### config.mk
export PLATFORM = sky130hd
export DESIGN_NAME = controller
export DESIGN_NICKNAME = d
export VERILOG_FILES = /design/src/rtl/controller.sv
export SDC_FILE = /design/constraint.sdc
export NUM_CORES = 1
export LEC_CHECK = 0
export CAP_MARGIN = 5
export CORE_ASPECT_RATIO = 0.9
export CORE_UTILIZATION = 31
export DETAILED_ROUTE_END_ITERATION = 8
export PLACE_DENSITY_LB_ADDON = 0.15
export SYNTH_ARGS = -nofsm -noshare
export SYNTH_HDL_FRONTEND = slang
export SYNTH_SLANG_ARGS = --single-unit
### constraint.sdc
create_clock -name clk -period 1.75 [get_ports clk]
set_clock_uncertainty 0.05 [all_clocks]
set_input_delay 0.35 -clock clk [delete_from_list [all_inputs] [get_ports clk]]
set_output_delay 0.35 -clock clk [all_outputs]
set_load 0.05 [all_outputs]
### src/rtl/controller.sv
// controller: single-cycle instruction decoder with condition-gated writes and an NZCV flag register.
// Defining CONTROLLER_CMP_EN adds the CMP data-processing command (cmd 1010).
module controller (
  input  logic         clk,
  input  logic         reset,
  input  logic [31:12] instr,
  input  logic [3:0]   ALUFlags,
  output logic [1:0]   regSrc,
  output logic         regWrite,
  output logic [1:0]   immSrc,
  output logic         ALUSrc,
  output logic [1:0]   ALUControl,
  output logic         memWrite,
  output logic         memtoReg,
  output logic         PCSrc
);

  logic [3:0] w_cond;
  logic [1:0] w_op;
  logic [5:0] w_funct;
  logic [3:0] w_cmd;
  logic [3:0] w_rd;
  logic       w_unused_rn;

  logic       w_branch;
  logic       w_regw;
  logic       w_memw;
  logic       w_aluop;
  logic       w_cmp;
  logic       w_regw_eff;
  logic [1:0] w_flagw;
  logic       w_pcs;
  logic       w_cond_ex;
  logic       w_n, w_z, w_c, w_v;

  logic [3:0] r_flags;

  assign w_cond      = instr[31:28];
  assign w_op        = instr[27:26];
  assign w_funct     = instr[25:20];
  assign w_cmd       = w_funct[4:1];
  assign w_rd        = instr[15:12];
  assign w_unused_rn = ^instr[19:16];

  assign {w_n, w_z, w_c, w_v} = r_flags;

  // Main decoder: datapath steering and raw (ungated) write intents per opcode class
  always_comb begin
    w_branch = 1'b0;
    w_regw   = 1'b0;
    w_memw   = 1'b0;
    w_aluop  = 1'b0;
    memtoReg = 1'b0;
    ALUSrc   = 1'b0;
    immSrc   = 2'b00;
    regSrc   = 2'b00;
    case (w_op)
      2'b00: begin
        w_regw  = 1'b1;
        ALUSrc  = w_funct[5];
        w_aluop = 1'b1;
      end
      2'b01: begin
        ALUSrc = 1'b1;
        immSrc = 2'b01;
        if (w_funct[0]) begin
          memtoReg = 1'b1;
          w_regw   = 1'b1;
        end else begin
          w_memw = 1'b1;
          regSrc = 2'b10;
        end
      end
      2'b10: begin
        w_branch = 1'b1;
        ALUSrc   = 1'b1;
        immSrc   = 2'b10;
        regSrc   = 2'b01;
      end
      default: begin
        w_branch = 1'b0;
      end
    endcase
  end

  // ALU decoder: operation select and which flag groups the instruction may update
  always_comb begin
    ALUControl = 2'b00;
    w_flagw    = 2'b00;
    w_cmp      = 1'b0;
    if (w_aluop) begin
      case (w_cmd)
        4'b0100: ALUControl = 2'b00;
        4'b0010: ALUControl = 2'b01;
        4'b0000: ALUControl = 2'b10;
        4'b1100: ALUControl = 2'b11;
`ifdef CONTROLLER_CMP_EN
        4'b1010: begin
          ALUControl = 2'b01;
          w_cmp      = 1'b1;
        end
`endif
        default: ALUControl = 2'b00;
      endcase
      // C and V only carry meaning for arithmetic (ADD/SUB) results
      w_flagw[1] = w_funct[0] | w_cmp;
      w_flagw[0] = (w_funct[0] | w_cmp) & ~ALUControl[1];
    end else begin
      ALUControl = 2'b00;
      w_flagw    = 2'b00;
    end
  end

  // Condition check against the stored flags
  always_comb begin
    w_cond_ex = 1'b0;
    case (w_cond)
      4'b0000: w_cond_ex = w_z;
      4'b0001: w_cond_ex = ~w_z;
      4'b0010: w_cond_ex = w_c;
      4'b0011: w_cond_ex = ~w_c;
      4'b0100: w_cond_ex = w_n;
      4'b0101: w_cond_ex = ~w_n;
      4'b0110: w_cond_ex = w_v;
      4'b0111: w_cond_ex = ~w_v;
      4'b1000: w_cond_ex = w_c & ~w_z;
      4'b1001: w_cond_ex = ~(w_c & ~w_z);
      4'b1010: w_cond_ex = (w_n == w_v);
      4'b1011: w_cond_ex = (w_n != w_v);
      4'b1100: w_cond_ex = ~w_z & (w_n == w_v);
      4'b1101: w_cond_ex = ~(~w_z & (w_n == w_v));
      4'b1110: w_cond_ex = 1'b1;
      default: w_cond_ex = 1'b0;
    endcase
  end

  assign w_regw_eff = w_regw & ~w_cmp;
  assign w_pcs      = w_branch | (w_regw_eff & (w_rd == 4'b1111));
  assign PCSrc      = w_pcs & w_cond_ex;
  assign regWrite   = w_regw_eff & w_cond_ex;
  assign memWrite   = w_memw & w_cond_ex;

  // Flag register: N/Z and C/V groups update independently when the instruction executes
  always_ff @(posedge clk or negedge reset) begin
    if (!reset) begin
      r_flags <= 4'b0000;
    end else begin
      if (w_flagw[1] & w_cond_ex) r_flags[3:2] <= ALUFlags[3:2];
      if (w_flagw[0] & w_cond_ex) r_flags[1:0] <= ALUFlags[1:0];
    end
  end

endmodule

==> results.txt <==
The pre-antenna-repair detailed-routing pass consisted of 4 iterations. The number of sinks handled by clock tree synthesis was 4; the via count of the first global-routing pass was 749. Counting flops per register, the top entry is r_flags.

The average via count per standard cell came out at 4.761. Setup repair after global routing could not meet its margin everywhere. The first routing iteration left 10 violations. Input and output buffers added on the ports amount to 32. The register bit count reported by yosys is 4, and the count of endpoints failing hold in the final timing report is 0. Die outline area: 1927 um^2. The number of antenna diodes is 0, and the total number of yosys warnings is 0. The mean instance size in the synthesized netlist is 8.639 um^2, and the final max-slew violation count is 0. Summed over its instances, the top area cell type makes up 18.39% of the synthesized netlist area.

TritonCTS built the clock tree. The number of antenna violations at the first check in global routing is 0, and the static leakage power is 0.5782 nW. The number of standard-cell rows in the floorplan was 13; the horizontal extent of the die was 46.17 um. In the post-synthesis netlist, the biggest area contributors are dfrtp_1, ha_1, mux2_4.

dfrtp_1 takes more of the synthesized area than any other cell. The pin count of the biggest net entering global routing was 6. After detailed routing, the average wire length per cell comes to 12.76 um.

The number of levels the H-tree was split into is 1. The data required time of the critical path is 1350 ps, and the placed standard-cell area is 1127 um^2. The run gives 1237 um^2 as the total non-filler cell area in the finished layout.

Clock-pin slew reported for the worst setup and hold paths after clock tree synthesis: 40 ps. Post-route minimum period: 2290 ps. The run finished, with violations left. The path type of the worst min-delay path is in2async.

Of the synthesized area, sequential elements account for 18.39%. The worst path uses 130.9% of the clock period. The power per cell area is 766.1 nW/um^2, and the total core area is 1545 um^2. Once detail routing completed, the nets flagged for antenna violations numbered 0. On the final layout, the worst hold slack is 267.6 ps. After synthesis the cells add up to 544.3 um^2. In the layout the commonest cells are buf_4, clkdlybuf4s50_1, buf_12. Total routed wirelength: 1812 um. The tools report the number of fillers in the final layout as 103. The tools report the number of instances in the synthesized netlist as 63. In this run the deepest clock path goes through 2 buffers. Maximum VDD drop: 0.0005817 V. The critical path startpoint category is a register. Pin placement for this block handled 37 I/O pins. The tools report the synthesized netlist net count as 94.

The most common cell after layout, fill and taps aside is buf_4. Detailed placement ended at an HPWL of 1404 um. Global routing consumed, over all layers together, 20.38% of the routing resources.

For the worst setup path, the data arrival time is 1890 ps. For the worst setup margin, the log shows -540.0 ps. Max-cap violations in this run came to 0.

Headroom to the max-slew limit came out at 83.34%. The global-route congestion overflow total came out at 0. The floorplan step set the die height to 41.75 um. The area growth from synthesis to layout is 127.4%. The register with the most flip-flops in the layout has 4 of them.

The highest clock frequency the design can meet was 0.4367 GHz. Setup violations remaining at the end of the flow were counted as 7. The run gives 35.22% as the initial core utilization. The sort of element at the end of the critical path is an output port. For the worst-skew pair, the clock arrives at the later sink with an insertion delay of 230 ps. Of all nets on the critical path, the largest fanout is 4. Number of CTS-inserted buffers: 3. The worst setup path is of the reg2out kind. The congestion estimate from routability-driven global placement came to 0.7593. In the final design database the tool counted 153 nets. The number of DRC violations after detailed routing was 0; the slew at the pin with the worst max-slew slack was 249.9 ps.

The final reports fail on setup timing. The global-route wire length before repair came out at 2904 um. Synthesis instantiated 27 different standard cells from the library.

In the final layout, the registers with the most flip-flops are r_flags: 4 flops. The fraction of final layout cells sized beyond drive strength 1 is 55.83%, and the total vias in the final route is 676. The tree is rooted in a clkbuf_4.
synth_stat cells:
cell type	count
buf_4	1
a221oi_1	1
nor3_1	2
xor2_1	4
xnor2_1	1
a21oi_1	2
nand2b_1	1
and3_4	1
a2111o_1	1
a2bb2oi_1	1
inv_1	4
xor2_2	1
mux2i_1	1
mux2_4	4
o22ai_1	1
nor2b_1	6
nor2_1	9
a311oi_1	1
buf_6	1
dfrtp_1	4
and4b_4	1
nand2_1	4
and2_1	2
nand3_1	2
ha_1	5
o21a_1	1
nand4_1	1
worst paths after layout:
kind	from	endpoint	slack [ps]	depth (start not counted)
worst max-delay path	r_flags[2]	memWrite	-540	6
worst min-delay path	reset	r_flags[2]	270	1
worst max register to register	r_flags[2]	r_flags[1]	-400	7
worst min register to register	r_flags[3]	r_flags[3]	540	1
max in group asynchronous	reset	r_flags[3]	1200	1
min in group clk	r_flags[3]	r_flags[3]	540	1
logic make-up (layout without fill, tap and decap cells):
logic type	after synthesis	after routing	synth area share (%)
xor gates and xnor gates	6	6	11.03
AOI/OAI and AO/OA	8	8	11.27
buffers and inverters	6	63	6.206
adders and majority gates	5	5	11.49
and+or+nand+nor	29	29	28.74
DFF	4	4	18.39
muxes	5	5	12.87
critical path, stage by stage, from the launching register on:
cell      delay [ps]
dfrtp_1          420
xor2_1           190
a221oi_2         300
a311oi_2          80
a2111o_1         360
and2_4           160
buf_6            140
through the flow:
| step | power (mW) | util, % | std cells | setup TNS, ps | worst slack [ps] |
|---|---|---|---|---|---|
| 2_1_floorplan | 0.5190 | - | 63 | -1008 | -165.3 |
| 5_1_grt | 1.012 | 80.08 | 142 | -3662 | -606.3 |
| 4_1_cts | 0.9346 | 79.03 | 142 | -2929 | -504.8 |
| 3_5_place_dp | 0.7706 | 72.96 | 135 | -7745 | -846.6 |
| 3_3_place_gp | 0.7527 | 72.96 | 135 | -7168 | -800.3 |
| 6_report | 0.9480 | 80.08 | 142 | -3208 | -540.0 |
report_power, final:
group          internal (mW)  total [mW]  leakage [nW]  switching, mW
registers              0.142       0.213        0.0467         0.0709
clock network         0.0764       0.111        0.0138         0.0342
logic                  0.372       0.624         0.518          0.252
final cells by class:
cell class / instances / area (um^2) / share of cell area (%)
clock buffer: 3 / 22.52 / 1.820
inverter: 4 / 15.01 / 1.213
tap: 22 / 27.53 / 2.224
multi-input combinational: 53 / 495.5 / 40.04
sequential: 4 / 101.3 / 8.190
timing repair buffer: 56 / 575.6 / 46.51
what timing repair did:
action                                  4_1_cts  5_1_grt
pin swaps                                     8        3
hold buffers                                  0        0
buffers inserted                              4        0
endpoints found under the setup margin       15       14
gates resized for setup                      26        8
metal layers:
layer / wire length [um] / GRT usage, % / vias to the layer above
li1: - / - / 331
met1: 727 / 21.93 / 318
met2: 1006 / 37.46 / 27
met3: 79 / 6.522 / 0
met4: 0 / 3.529 / 0
met5: 0 / 0 / -
(Power assumes the default switching activity.)
